`src/rtl/eth_parser_pkg.sv`:
```
// rtl/eth_parser_pkg.sv - Ethernet field types, frame constants and header byte selection
// ETH_TX_PAD_EN adds the PAD state used by minimum-payload padding.
package eth_parser_pkg;

  typedef logic [47:0] mac_addr_t;
  typedef logic [15:0] ethertype_t;

  localparam int ETH_HDR_LEN     = 14;
  localparam int ETH_MIN_PAYLOAD = 46;

`ifdef ETH_TX_PAD_EN
  typedef enum logic [1:0] {ST_IDLE, ST_HEADER, ST_PAYLOAD, ST_PAD} tx_state_t;
`else
  typedef enum logic [1:0] {ST_IDLE, ST_HEADER, ST_PAYLOAD} tx_state_t;
`endif

  // Byte 0 is dest_mac[47:40]; the header goes out most significant byte first.
  function automatic logic [7:0] hdr_byte(mac_addr_t dest, mac_addr_t src,
                                          ethertype_t etype, logic [3:0] idx);
    logic [111:0] frame_hdr;
    frame_hdr = {dest, src, etype} << (8 * idx);
    return frame_hdr[111:104];
  endfunction

endpackage

```
`src/rtl/eth_header_builder_if.sv`:
```
// rtl/eth_header_builder_if.sv - header request, payload-in and frame-out signal bundle
interface eth_header_builder_if;
  import eth_parser_pkg::*;

  logic       hdr_valid;
  logic       hdr_ready;
  mac_addr_t  dest_mac;
  mac_addr_t  src_mac;
  ethertype_t ethertype;

  logic [7:0] s_data;
  logic       s_valid;
  logic       s_last;
  logic       s_ready;

  logic [7:0] m_data;
  logic       m_valid;
  logic       m_last;
  logic       m_ready;

  logic       busy;

  modport master (
    output hdr_valid, dest_mac, src_mac, ethertype,
    output s_data, s_valid, s_last, m_ready,
    input  hdr_ready, s_ready, m_data, m_valid, m_last, busy
  );

  modport slave (
    input  hdr_valid, dest_mac, src_mac, ethertype,
    input  s_data, s_valid, s_last, m_ready,
    output hdr_ready, s_ready, m_data, m_valid, m_last, busy
  );

endinterface

```
`src/rtl/eth_header_builder.sv`:
```
// rtl/eth_header_builder.sv - prepends a 14-byte Ethernet header to a payload byte stream
// ETH_TX_PAD_EN pads short payloads with zero bytes up to ETH_MIN_PAYLOAD.
module eth_header_builder
  import eth_parser_pkg::*;
(
  input  logic               clk,
  input  logic               rst_n,
  eth_header_builder_if.slave bus
);

  tx_state_t  state_q, state_d;
  logic [3:0] idx_q, idx_d;
  mac_addr_t  dest_q, dest_d;
  mac_addr_t  src_q, src_d;
  ethertype_t type_q, type_d;
  // Holds hdr_ready low until the first clock edge after reset release.
  logic       live_q;
`ifdef ETH_TX_PAD_EN
  logic [5:0] cnt_q, cnt_d;
  logic       min_reached;
  logic       pad_last;
`endif

  always_ff @(posedge clk or negedge rst_n) begin
    if (!rst_n) begin
      state_q <= ST_IDLE;
      idx_q   <= '0;
      dest_q  <= '0;
      src_q   <= '0;
      type_q  <= '0;
      live_q  <= 1'b0;
`ifdef ETH_TX_PAD_EN
      cnt_q   <= '0;
`endif
    end else begin
      state_q <= state_d;
      idx_q   <= idx_d;
      dest_q  <= dest_d;
      src_q   <= src_d;
      type_q  <= type_d;
      live_q  <= 1'b1;
`ifdef ETH_TX_PAD_EN
      cnt_q   <= cnt_d;
`endif
    end
  end

  always_comb begin
    state_d       = state_q;
    idx_d         = idx_q;
    dest_d        = dest_q;
    src_d         = src_q;
    type_d        = type_q;
    bus.hdr_ready = 1'b0;
    bus.m_valid   = 1'b0;
    bus.m_data    = 8'h00;
    bus.m_last    = 1'b0;
    bus.s_ready   = 1'b0;
`ifdef ETH_TX_PAD_EN
    cnt_d       = cnt_q;
    min_reached = (cnt_q >= 6'(ETH_MIN_PAYLOAD - 1));
    pad_last    = (cnt_q == 6'(ETH_MIN_PAYLOAD - 1));
`endif

    case (state_q)
      ST_IDLE: begin
        bus.hdr_ready = live_q;
        if (bus.hdr_valid && live_q) begin
          dest_d  = bus.dest_mac;
          src_d   = bus.src_mac;
          type_d  = bus.ethertype;
          idx_d   = '0;
          state_d = ST_HEADER;
`ifdef ETH_TX_PAD_EN
          cnt_d   = '0;
`endif
        end
      end

      ST_HEADER: begin
        bus.m_valid = 1'b1;
        bus.m_data  = hdr_byte(dest_q, src_q, type_q, idx_q);
        if (bus.m_ready) begin
          if (idx_q == 4'(ETH_HDR_LEN - 1)) begin
            idx_d   = '0;
            state_d = ST_PAYLOAD;
          end else begin
            idx_d = idx_q + 4'd1;
          end
        end
      end

      ST_PAYLOAD: begin
        bus.m_valid = bus.s_valid;
        bus.m_data  = bus.s_data;
        bus.s_ready = bus.m_ready;
`ifdef ETH_TX_PAD_EN
        bus.m_last  = bus.s_last && min_reached;
        if (bus.s_valid && bus.m_ready) begin
          if (cnt_q != 6'(ETH_MIN_PAYLOAD))
            cnt_d = cnt_q + 6'd1;
          if (bus.s_last)
            state_d = min_reached ? ST_IDLE : ST_PAD;
        end
`else
        bus.m_last  = bus.s_last;
        if (bus.s_valid && bus.m_ready && bus.s_last)
          state_d = ST_IDLE;
`endif
      end

`ifdef ETH_TX_PAD_EN
      ST_PAD: begin
        bus.m_valid = 1'b1;
        bus.m_last  = pad_last;
        if (bus.m_ready) begin
          cnt_d = cnt_q + 6'd1;
          if (pad_last)
            state_d = ST_IDLE;
        end
      end
`endif

      default: state_d = ST_IDLE;
    endcase

    bus.busy = (state_q != ST_IDLE);
  end

endmodule

```
`src/flat_wrapper.sv`:
```
// flat-port wrapper written by rule: the top's interface ports become plain ports
module eth_header_builder_flat import eth_parser_pkg::*;
  (clk, rst_n, bus_hdr_valid, bus_dest_mac, bus_src_mac, bus_ethertype, bus_s_data, bus_s_valid, bus_s_last, bus_m_ready, bus_hdr_ready, bus_s_ready, bus_m_data, bus_m_valid, bus_m_last, bus_busy);
  eth_header_builder_if bus_i ();
  input  logic clk;
  input  logic rst_n;
  input wire logic [$bits(bus_i.hdr_valid)-1:0] bus_hdr_valid;
  input wire logic [$bits(bus_i.dest_mac)-1:0] bus_dest_mac;
  input wire logic [$bits(bus_i.src_mac)-1:0] bus_src_mac;
  input wire logic [$bits(bus_i.ethertype)-1:0] bus_ethertype;
  input wire logic [$bits(bus_i.s_data)-1:0] bus_s_data;
  input wire logic [$bits(bus_i.s_valid)-1:0] bus_s_valid;
  input wire logic [$bits(bus_i.s_last)-1:0] bus_s_last;
  input wire logic [$bits(bus_i.m_ready)-1:0] bus_m_ready;
  output wire logic [$bits(bus_i.hdr_ready)-1:0] bus_hdr_ready;
  output wire logic [$bits(bus_i.s_ready)-1:0] bus_s_ready;
  output wire logic [$bits(bus_i.m_data)-1:0] bus_m_data;
  output wire logic [$bits(bus_i.m_valid)-1:0] bus_m_valid;
  output wire logic [$bits(bus_i.m_last)-1:0] bus_m_last;
  output wire logic [$bits(bus_i.busy)-1:0] bus_busy;
  assign bus_i.hdr_valid = bus_hdr_valid;
  assign bus_i.dest_mac = bus_dest_mac;
  assign bus_i.src_mac = bus_src_mac;
  assign bus_i.ethertype = bus_ethertype;
  assign bus_i.s_data = bus_s_data;
  assign bus_i.s_valid = bus_s_valid;
  assign bus_i.s_last = bus_s_last;
  assign bus_i.m_ready = bus_m_ready;
  assign bus_hdr_ready = bus_i.hdr_ready;
  assign bus_s_ready = bus_i.s_ready;
  assign bus_m_data = bus_i.m_data;
  assign bus_m_valid = bus_i.m_valid;
  assign bus_m_last = bus_i.m_last;
  assign bus_busy = bus_i.busy;
  eth_header_builder u_core (.clk(clk), .rst_n(rst_n), .bus(bus_i));
endmodule
```
`config.mk`:
```
export PLATFORM = sky130hd
export DESIGN_NAME = eth_header_builder_flat
export DESIGN_NICKNAME = d
export VERILOG_FILES = /design/src/rtl/eth_parser_pkg.sv /design/src/rtl/eth_header_builder_if.sv /design/src/rtl/eth_header_builder.sv /design/src/flat_wrapper.sv
export SDC_FILE = /design/constraint.sdc
export NUM_CORES = 1
export LEC_CHECK = 0
export BUFFER_PORTS_ARGS = -buffer_cell sky130_fd_sc_hd__buf_2
export CORE_MARGIN = 1
export CORE_UTILIZATION = 48
export DETAILED_ROUTE_END_ITERATION = 10
export GPL_TIMING_DRIVEN = 0
export PLACE_DENSITY = 0.72
export SLEW_MARGIN = 5
export SYNTH_ARGS = -nofsm -noshare
export SYNTH_HDL_FRONTEND = slang
export SYNTH_SLANG_ARGS = --single-unit
```
`constraint.sdc`:
```
create_clock -name clk -period 2.05 [get_ports clk]
set_clock_uncertainty 0.05 [all_clocks]
set_input_delay 0.3075 -clock clk [delete_from_list [all_inputs] [get_ports clk]]
set_output_delay 0.3075 -clock clk [all_outputs]
set_load 0.02 [all_outputs]
```
==> Word level (Yosys, flattened, before mapping) <==
Cells that the tools add are included.
{ "word_totals": {"register_bits": 119, "in_bits": 126} }
{ "op_classes": {"addsub": 1, "eq_ne": 7, "shifts": 1, "n_mux": 14, "reduce_logical": 9} }
{ "ops": {"columns": ["operator", "n"], "rows": [
  ["$shl A112 B7 Y112", 1],
  ["$pmux W8 S2", 1],
  ["$mux W4", 3],
  ["$mux W2", 4],
  ["$pmux W4 S2", 1],
  ["$ne A2 B1 Y1 const B", 3],
  ["$pmux W2 S3", 1],
  ["$add A4 B1 Y4 const B", 1],
  ["$eq A4 B4 Y1 const B", 1],
  ["$reduce_and A4 Y1", 1],
  ["$reduce_bool A2 Y1", 2],
  ["$logic_and A1 B1 Y1", 3],
  ["$mux W1", 3],
  ["$reduce_and A3 Y1", 1],
  ["$eq A2 B1 Y1 const B", 1],
  ["$eq A2 B2 Y1 const B", 1],
  ["$logic_not A2 Y1", 1],
  ["$ne A2 B2 Y1 const B", 1],
  ["$pmux W1 S2", 1],
  ["$reduce_and A2 Y1", 1]
]} }

==> Depth between registers and ports, before layout <==
Gate-level depths: netlist of the first run.
{ "depth": {"ltp_word": 4, "mapped_depth": 7} }

==> Least setup slack after synthesis of the first run <==
No wires, ideal clock.
{ "synth_path": {"path_kind": "register to output", "from": "reg u_core.idx_q[0]", "to": "out bus_m_data[5]", "arrival_ns": 1.788, "required_time_ns": 1.692, "path_slack_ns": -0.095, "path_stages_with_launch": 7, "path_buffers": 2, "path_cell_list": "dfrtp_1 -> buf_6 -> buf_4 -> mux4_2 -> nand2_1 -> a31o_2 -> o21ai_0"} }
{ "synth_between": {"elab_chain_cells": 2} }
{ "synth_lines": {"columns": ["element", "line", "rtl"], "rows": [
  ["from (decl)", "eth_header_builder.sv:12", "logic [3:0] idx_q, idx_d;"],
  ["from (signal assigned)", "eth_header_builder.sv:37", "idx_q <= idx_d;"],
  ["$shl A112 B7 Y112", "eth_parser_pkg.sv:21", "frame_hdr = {dest, src, etype} << (8 * idx);"],
  ["$pmux W8 S2", "eth_header_builder.sv:65", "case (state_q)"],
  ["to (decl)", "flat_wrapper.sv:17", "output wire logic [$bits(bus_i.m_data)-1:0] bus_m_data;"]
]} }
Every way passes these cells.

==> Final worst setup path of the first run <==
{ "layout_path": {"from": "reg u_core.idx_q[0]", "to": "out bus_m_data[6]"} }
Same word-level chain as after synthesis.

==> reports/metrics.csv, run 1 <==
metric,value,unit
layout.nets,684,
clk_latency,420,ps
fp.dieW,111,um
antenna_left,0,
reg2reg_to,u_core.src_q[29],
grt_pass1_wl,22.7,mm
async_reset_ff_share,100,%
num_rows,39,
highest_layer,met4,
h-tree-depth,4,
setup_tns,-4800,ps
p_sw_share,31.7,%
synth_area,0.00567,mm^2
worst-setup-path-type,reg2out,
die_area,0.0122,mm^2
cts_sinks,119,
internal_power,8.00,mW
yosys_warnings,0,
r2r_start,u_core.state_q[0],
syn-num-nets,518,
cp.arrival,2330,ps
crit_buf_inv,3,
combPwrFrac,40.1,%
wl,14.1,mm
cp_max_fo,6,
required,1690,ps
cp_top_family,multiplexers,
grt_overflow_total,0,
syn_to_final_growth,29.9,%
synth_ff_type,dfrtp_1,
crit_path_top_delay_cell,mux4_2,
r2r_slack,100,ps
cts_tree,yes,
drive_above_1_share,62.8,%
drv_cap,0,
setup_viol,8,
root_buffer,clkbuf_16,
slowest_delay,530,ps
route.detailed.drc,0,
worst-r2r-cell-count,7,
power_frac_seq,35.5,%
yosys.area.top_type,dfrtp_1,
coreArea,0.0115,mm^2
numCtsBuffers,17,
place_congestion,0.825,
drv_slew,0,
io_pins,139,
syn_avg_cell_area,14.7,um^2
clock_power_share,24.4,%
num_vias,3929,
routed-wl-met3,768,um
power-per-cell-area,1590,mW/mm^2
p_switching,3.71,mW
p_leak,3.37,nW
fin_ws,-638,ps
wl_met2,6.97,mm
hold_viol_final,0,
vias_per_cell,5.55,
grtUsageTotal,24.7,%
dp_cells,668,
grt_pass1_vias,4348,
clock_path_buffers,2,
portBuffers,138,
yosysSeqAreaShare,52.6,%
synth_area_leaders,"dfrtp_1, mux2_2, mux4_1",
clkTransAtPathRegs,60,ps
cp_cell_sequence,buf_6 > buf_12 > mux4_2 > mux2_2 > o221ai_2 > nand2_2 > buf_6,
hold_start,bus_dest_mac[18],
initialDrtViolationCount,187,
wl_met1,6.03,mm
stdcell_count,708,
die_h,111,um
n_antenna_cell,0,
finalCritPeriodShare,131,%
initial_core_util,49.4,%
holdPathEnd,u_core.dest_q[18],
end_kind,output port,
period_needed,2690,ps
antenna_found_initial,1,
status,finished with violations,
max_freq,372,MHz
utilization,64.2,%
rsz0062_at_grt,true,
first_pass_iters,4,
crit_path_frequent_cell,buf_6,
synth.distinct_cells,36,
ys_ff_latch,119,
postSynthCellCount,386,
finalPower,11.7,mW
grt_max_degree,94,
violations,negative setup slack,
startpoint_type,flop,
worstHoldPathType,in2reg,
dp_hpwl,10.1,mm
min_path_cells,2,
synth_top_area_share,52.6,%
avgRoutedWirePerCell,19.9,um
preCtsSetupSlack,-340,ps
synth-edff-count,0,
vdd_drop_max,0.861,mV
-- power groups by stage --
stage | Clock [mW] | Combinational [mW] | Sequential (mW)
floorplan | 0 | 3.22 | 3.92
global placement | 0 | 4.11 | 4.05
detailed placement | 0 | 4.23 | 4.14
CTS | 2.88 | 4.53 | 4.12
global route | 3.00 | 5.01 | 4.28
finish | 2.86 | 4.69 | 4.16
-- sequential cells by signal, indices dropped and copies added (netlist names) --
| name | flops |
|---|---|
| u_core.type_q | 16 |
| u_core.dest_q | 48 |
| u_core.src_q | 48 |
| u_core.live_q | 1 |
| u_core.state_q | 2 |
| u_core.idx_q | 4 |
-- layer usage --
metal,track usage [%],vias to the layer above
li1,-,1769
met1,31.3,2006
met2,40.6,124
met3,6.62,30
met4,9.42,0
met5,0,-
-- placed cells by master (no fill, tap or decap), drive strengths merged, types with 2 or more instances in the layout --
cell type	n
ha	6
and2	4
o221ai	5
inv	6
or2b	2
nand2	20
mux2	121
mux4	20
nor2b	3
a21oi	2
nand3	9
clkinvlp	2
clkinv	6
dfrtp	119
a31o	2
buf	165
a221oi	4
mux2i	13
bufinv	2
clkbuf	27
o21ai	7
a32o	3
o22ai	5
nor2	2
-- Yosys cell counts (all sizes together), types with 2 or more instances --
cell and number:
mux2 121, dfrtp 119, mux4 20, nand2 20, buf 19, mux2i 13
nand3 9, o21ai 7, ha 6, inv 6, o221ai 5, o22ai 5
a221oi 4, and2 4, clkbuf 4, a32o 3, nor2b 3, a21oi 2
a31o 2, nor2 2, or2b 2
-- logic make-up (layout without fill, tap and decap cells) --
group	after synthesis	in the layout	share of synthesized area (%)
adders and majority gates	6	6	1.32
buffers and inverters	31	210	3.36
and+or+nand+nor	42	42	3.49
AOI/OAI and AO/OA	33	33	4.26
other	1	1	0.0662
muxes	154	154	35.0
DFF	119	119	52.6
-- worst max path at each step --
stage	from	end	slack, ps	cells after the start
global placement	rst_n	u_core.dest_q[43]	-780	1
CTS	u_core.idx_q[0]	bus_m_data[6]	-650	7
floorplan	u_core.idx_q[0]	bus_m_data[0]	-6	6
finish	u_core.idx_q[0]	bus_m_data[6]	-640	7
detailed placement	u_core.idx_q[0]	bus_m_data[4]	-340	8
global route	u_core.idx_q[0]	bus_m_data[6]	-700	7
-- metrics by stage --
stage / instance area, um^2 / hold WS (ps)
finish: 7360 / 67.7
detailed placement: 6610 / 140
global placement: 6570 / 430
global route: 7360 / 57.7
CTS: 7290 / 58.2
floorplan: 5700 / -38.1
-- final cells by class --
type | instances | area (um^2)
inverters | 7 | 26.3
fillers | 864 | 4110
plain buffers | 24 | 230
flip-flops and latches | 119 | 2980
well taps | 143 | 179
repair buffers | 147 | 831
clock inverters | 9 | 100
multi-input cells | 236 | 2550
clock buffers | 23 | 468
-- repair_timing --
item | 4_1_cts | 5_1_grt
pin swaps | 4 | 4
hold buffers | 1 | 0
setup buffers | 2 | 4
gates cloned | 1 | 0
hold endpoints to repair | 26 | 0
gates resized for setup | 34 | 19
endpoints found under the setup margin | 120 | 93
(Power assumes the default switching activity.)
==> run 2: changes to the inputs <==
--- a/config.mk
+++ b/config.mk
@@ -7,10 +7,11 @@
 export LEC_CHECK = 0
 export BUFFER_PORTS_ARGS = -buffer_cell sky130_fd_sc_hd__buf_2
 export CORE_MARGIN = 1
-export CORE_UTILIZATION = 48
+export CORE_UTILIZATION = 50
+export CTS_BUF_LIST = sky130_fd_sc_hd__clkbuf_2
 export DETAILED_ROUTE_END_ITERATION = 10
 export GPL_TIMING_DRIVEN = 0
-export PLACE_DENSITY = 0.72
+export PLACE_DENSITY = 0.74
 export SLEW_MARGIN = 5
 export SYNTH_ARGS = -nofsm -noshare
 export SYNTH_HDL_FRONTEND = slang
==> reports/metrics.csv, run 2 (synthesized netlist as in run 1, its figures left out) <==
metric,value,unit
status,finished with violations,
violations,negative setup slack,
p_leak,3.81,nW
drv_cap,0,
dp_cells,665,
die_h,108,um
worst-setup-path-type,reg2out,
root_buffer,clkbuf_2,
vias_per_cell,5.44,
route.detailed.drc,0,
io_pins,139,
cp.arrival,2700,ps
hold_viol_final,0,
avgRoutedWirePerCell,19.7,um
wl,16.4,mm
finalCritPeriodShare,149,%
final_common_cell,buf_2,
num_rows,38,
worstHoldPathType,in2async,
max_freq,327,MHz
cp_cell_sequence,buf_6 > buf_4 > buf_12 > mux4_2 > nand2_1 > a32oi_1 > a32o_1 > buf_4,
dp_hpwl,9.91,mm
vdd_drop_max,0.876,mV
antenna_found_initial,2,
tightest_slew,539,ps
cp_max_fo,9,
numCtsBuffers,17,
drive_above_1_share,55.1,%
nFillCells,691,
crit_buf_inv,4,
max_slew_margin,64.1,%
clk_latency,700,ps
antenna_left,0,
timing.hold.ws,33.7,ps
preCtsSetupSlack,-382,ps
fin_ws,-1010,ps
place_congestion,0.795,
fp.dieW,108,um
grtUsageTotal,29.2,%
initialDrtViolationCount,206,
drv_slew,0,
die_area,0.0118,mm^2
stdcell_count,832,
grt_overflow_total,0,
cts_tree,yes,
crit_path_frequent_cell,buf_4,
utilization,77.4,%
layout_common_cells,"buf_2, dfrtp_1, mux2_2",
cts_sinks,119,
use_met3,6.81,%
h-tree-depth,4,
period_needed,3060,ps
grt-busiest-layer,met2,
slowest_delay,530,ps
initial_core_util,51.8,%
met1_usage,34.5,%
required,1690,ps
coreArea,0.0109,mm^2
syn_to_final_growth,49.3,%
setup_viol,11,
startpoint_type,flop,
grt_pass1_wl,24.7,mm
layout.nets,809,
grt_max_degree,65,
power-per-cell-area,1340,mW/mm^2
clock_path_buffers,2,
first_pass_iters,4,
grt_pass1_vias,4815,
reg_top3,"u_core.dest_q: 48 flops, u_core.src_q: 48 flops, u_core.type_q: 16 flops",
num_vias,4530,
crit_path_top_delay_cell,mux4_2,
clkTransAtPathRegs,190,ps
rsz0062_at_grt,true,
end_kind,output port,
cp_top_family,buffers and inverters,
use_met2,49.5,%
portBuffers,138,
## run 2: changes by cell type in the layout (fill, tap and decap cells not counted), moves of 3 or more
| cell | delta |
|---|---|
| and2_4 | +3 |
| buf_2 | -7 |
| clkinv_4 | +4 |
| dlygate4sd3_1 | +114 |
| clkinv_2 | -3 |
| and2_1 | -3 |
| clkbuf_1 | -4 |
| clkbuf_2 | +17 |
| buf_6 | +13 |
| ha_1 | -3 |
| clkbuf_16 | -17 |
## run 2: layout make-up
cell class                 instances  area [um^2]  area share [%]
buffer                            24          251            2.97
inverter                           7         26.3           0.311
clock inverter                    15          179            2.12
tap                              140          175            2.07
multi-input combinational        236         2630            31.1
timing repair buffer             272         2130            25.1
sequential                       119         2980            35.2
clock buffer                      17         85.1            1.01
antenna                            2         5.00          0.0592
## run 2: metal layers
metal,up-vias,routed length (um)
met5,-,0
met4,0,721
met3,62,839
met2,192,8460
met1,2252,6340
li1,2024,-
## run 2: through the flow
| step | power (mW) | TNS (ps) | area (um^2) |
|---|---|---|---|
| 3_5_place_dp | 8.38 | -32700 | 6600 |
| 3_3_place_gp | 8.14 | -118720 | 6570 |
| 4_1_cts | 10.8 | -8150 | 8310 |
| 2_1_floorplan | 7.13 | -22.0 | 5700 |
| 5_1_grt | 11.9 | -9420 | 8460 |
| 6_report | 11.3 | -8110 | 8460 |
## run 2: what timing repair did
item | 4_1_cts | 5_1_grt
pin swaps | 8 | 7
endpoints found under the setup margin | 124 | 13
endpoints found under the hold margin | 232 | 0
setup buffers | 9 | 7
cloned | 2 | 0
hold buffers | 115 | 0
gates resized for setup | 70 | 23
## run 2: where the power goes
part	switching, mW	leakage, nW	total [mW]	internal (mW)
registers	0.678	1.42	4.18	3.51
clock network	0.954	0.148	1.64	0.685
logic	2.32	2.25	5.48	3.16
total	3.95	3.81	11.3	7.35
## run 2: worst paths after layout
kind                                   start                end  slack (ps)  depth (start not counted)
setup / recovery             u_core.idx_q[0]      bus_m_data[7]       -1010                          8
hold / removal                         rst_n   u_core.type_q[3]          30                          2
setup reg to reg           u_core.state_q[1]    u_core.idx_q[2]         110                          6
hold reg to reg             u_core.src_q[34]   u_core.src_q[34]         480                          1
max in group asynchronous              rst_n  u_core.dest_q[34]        1180                          3
min in group clk               bus_hdr_valid    u_core.idx_q[0]          90                          4
==> run 3: changes to the inputs <==
--- a/config.mk
+++ b/config.mk
@@ -6,12 +6,14 @@
 export NUM_CORES = 1
 export LEC_CHECK = 0
 export BUFFER_PORTS_ARGS = -buffer_cell sky130_fd_sc_hd__buf_2
-export CORE_MARGIN = 1
-export CORE_UTILIZATION = 50
+export CELL_PAD_IN_SITES_DETAIL_PLACEMENT = 1
+export CELL_PAD_IN_SITES_GLOBAL_PLACEMENT = 1
+export CORE_MARGIN = 8
+export CORE_UTILIZATION = 41
 export CTS_BUF_LIST = sky130_fd_sc_hd__clkbuf_2
 export DETAILED_ROUTE_END_ITERATION = 10
 export GPL_TIMING_DRIVEN = 0
-export PLACE_DENSITY = 0.74
+export PLACE_DENSITY = 0.75
 export SLEW_MARGIN = 5
 export SYNTH_ARGS = -nofsm -noshare
 export SYNTH_HDL_FRONTEND = slang
==> reports/metrics.csv, run 3 (synthesized netlist as in run 1, its figures left out) <==
metric,value,unit
coreArea,0.0137,mm^2
clkTransAtPathRegs,200,ps
final_common_cell,buf_2,
cts_sinks,119,
min_path_cells,5,
routed-wl-met3,1.45,mm
worstHoldPathType,in2reg,
drv_slew,0,
root_buffer,clkbuf_2,
finalCritPeriodShare,150,%
h-tree-depth,4,
cts_tree,yes,
status,finished with violations,
layout.nets,813,
reg2reg_to,u_core.state_q[0],
route.detailed.drc,0,
clk_latency,690,ps
stdcell_count,878,
crit_path_top_delay_cell,dfrtp_1,
worst-setup-path-type,reg2out,
grt_overflow_total,0,
cp_max_fo,7,
reg_top3,"u_core.dest_q: 48 flops, u_core.src_q: 48 flops, u_core.type_q: 16 flops",
slowest_delay,450,ps
setup_viol,11,
wl_met2,12.4,mm
initialDrtViolationCount,327,
antenna_found_initial,3,
avgRoutedWirePerCell,26.3,um
finalPower,12.2,mW
highest_layer,met4,
drv_cap,0,
hold_start,bus_s_last,
fp.dieW,134,um
drive_above_1_share,57.1,%
numCtsBuffers,17,
wl_met1,8.57,mm
dp_cells,705,
wl,23.1,mm
required,1690,ps
antenna_left,0,
period_needed,3080,ps
rsz0062_at_grt,true,
r2r_slack,20,ps
tightest_slew,723,ps
power-per-cell-area,1410,mW/mm^2
grt_pass1_vias,5559,
place_congestion,0.757,
first_pass_iters,4,
preCtsSetupSlack,-485,ps
die_h,134,um
grt_max_degree,96,
holdPathEnd,u_core.state_q[1],
max_slew_margin,51.7,%
r2r_start,u_core.idx_q[1],
clock_path_buffers,2,
num_vias,4719,
cp.arrival,2730,ps
design_area,0.00867,mm^2
grtUsageTotal,25.4,%
initial_core_util,41.5,%
cp_cell_sequence,buf_8 > buf_12 > buf_12 > or2_2 > o21ai_0 > o221ai_4 > nand2_2 > buf_6,
grt_pass1_wl,33.8,mm
die_area,0.0178,mm^2
worst-r2r-cell-count,7,
p_leak,3.88,nW
crit_path_frequent_cell,buf_12,
vdd_drop_max,0.646,mV
fin_ws,-1030,ps
vias_per_cell,5.37,
portBuffers,138,
layout_common_cells,"buf_2, dfrtp_1, mux2_2, dlygate4sd3_1, buf_6",
violations,negative setup slack,
max_freq,324,MHz
utilization,63.4,%
end_kind,output port,
startpoint_type,flop,
post_dp_cell_area,0.00665,mm^2
dp_hpwl,12.0,mm
syn_to_final_growth,53.0,%
io_pins,139,
num_rows,43,
hold_viol_final,0,
## run 3: how the worst max path moves through the flow
| stage | startpoint | end |
|---|---|---|
| 6_report | u_core.idx_q[0] | bus_m_data[0] |
| 5_1_grt | u_core.idx_q[0] | bus_m_data[0] |
| 4_1_cts | u_core.idx_q[0] | bus_m_data[3] |
| 3_5_place_dp | u_core.state_q[0] | u_core.src_q[31] |
| 3_3_place_gp | rst_n | u_core.dest_q[35] |
| 2_1_floorplan | u_core.idx_q[0] | bus_m_data[0] |
## run 3: final cells by class
type                    count  area [um^2]
plain buffers              24          272
repair buffers            276         2200
flip-flops and latches    119         2980
well taps                 180          225
inverters                   7         26.3
diodes                      4         10.0
clock inverters            12          134
multi-input cells         236         2720
clock buffers              20          100
fillers                  1363         5000
## run 3: per-stage QoR
stage,TNS [ps],hold slack [ps]
2_1_floorplan,-22.0,-38.1
3_3_place_gp,-126830,429
3_5_place_dp,-41550,138
4_1_cts,-8330,5.75
5_1_grt,-9650,51.9
6_report,-8620,78.0
## run 3: layer usage
layer / track usage, % / vias to the layer above
li1: - / 2026
met1: 28.4 / 2418
met2: 45.0 / 218
met3: 6.21 / 57
met4: 10.9 / 0
met5: 0 / -
## run 3: worst max-delay path: cells and delay by family (launching register included)
kind                   cells  cell delay (ps)
and+or+nand+nor            2              410
buffers and inverters      4              570
AOI/OAI and AO/OA          2              580
DFF                        1              450
## run 3: where the power goes
part | internal, mW | total, mW | switching (mW)
logic | 3.39 | 6.21 | 2.82
registers | 3.51 | 4.33 | 0.818
clock network | 0.673 | 1.64 | 0.970
## run 3: repair_timing
item | CTS | global route
resized for setup | 86 | 42
setup buffers | 10 | 7
hold endpoints to repair | 232 | 8
gates cloned | 3 | 1
setup endpoints to repair | 126 | 14
hold buffers | 115 | 1
pin swaps | 7 | 15
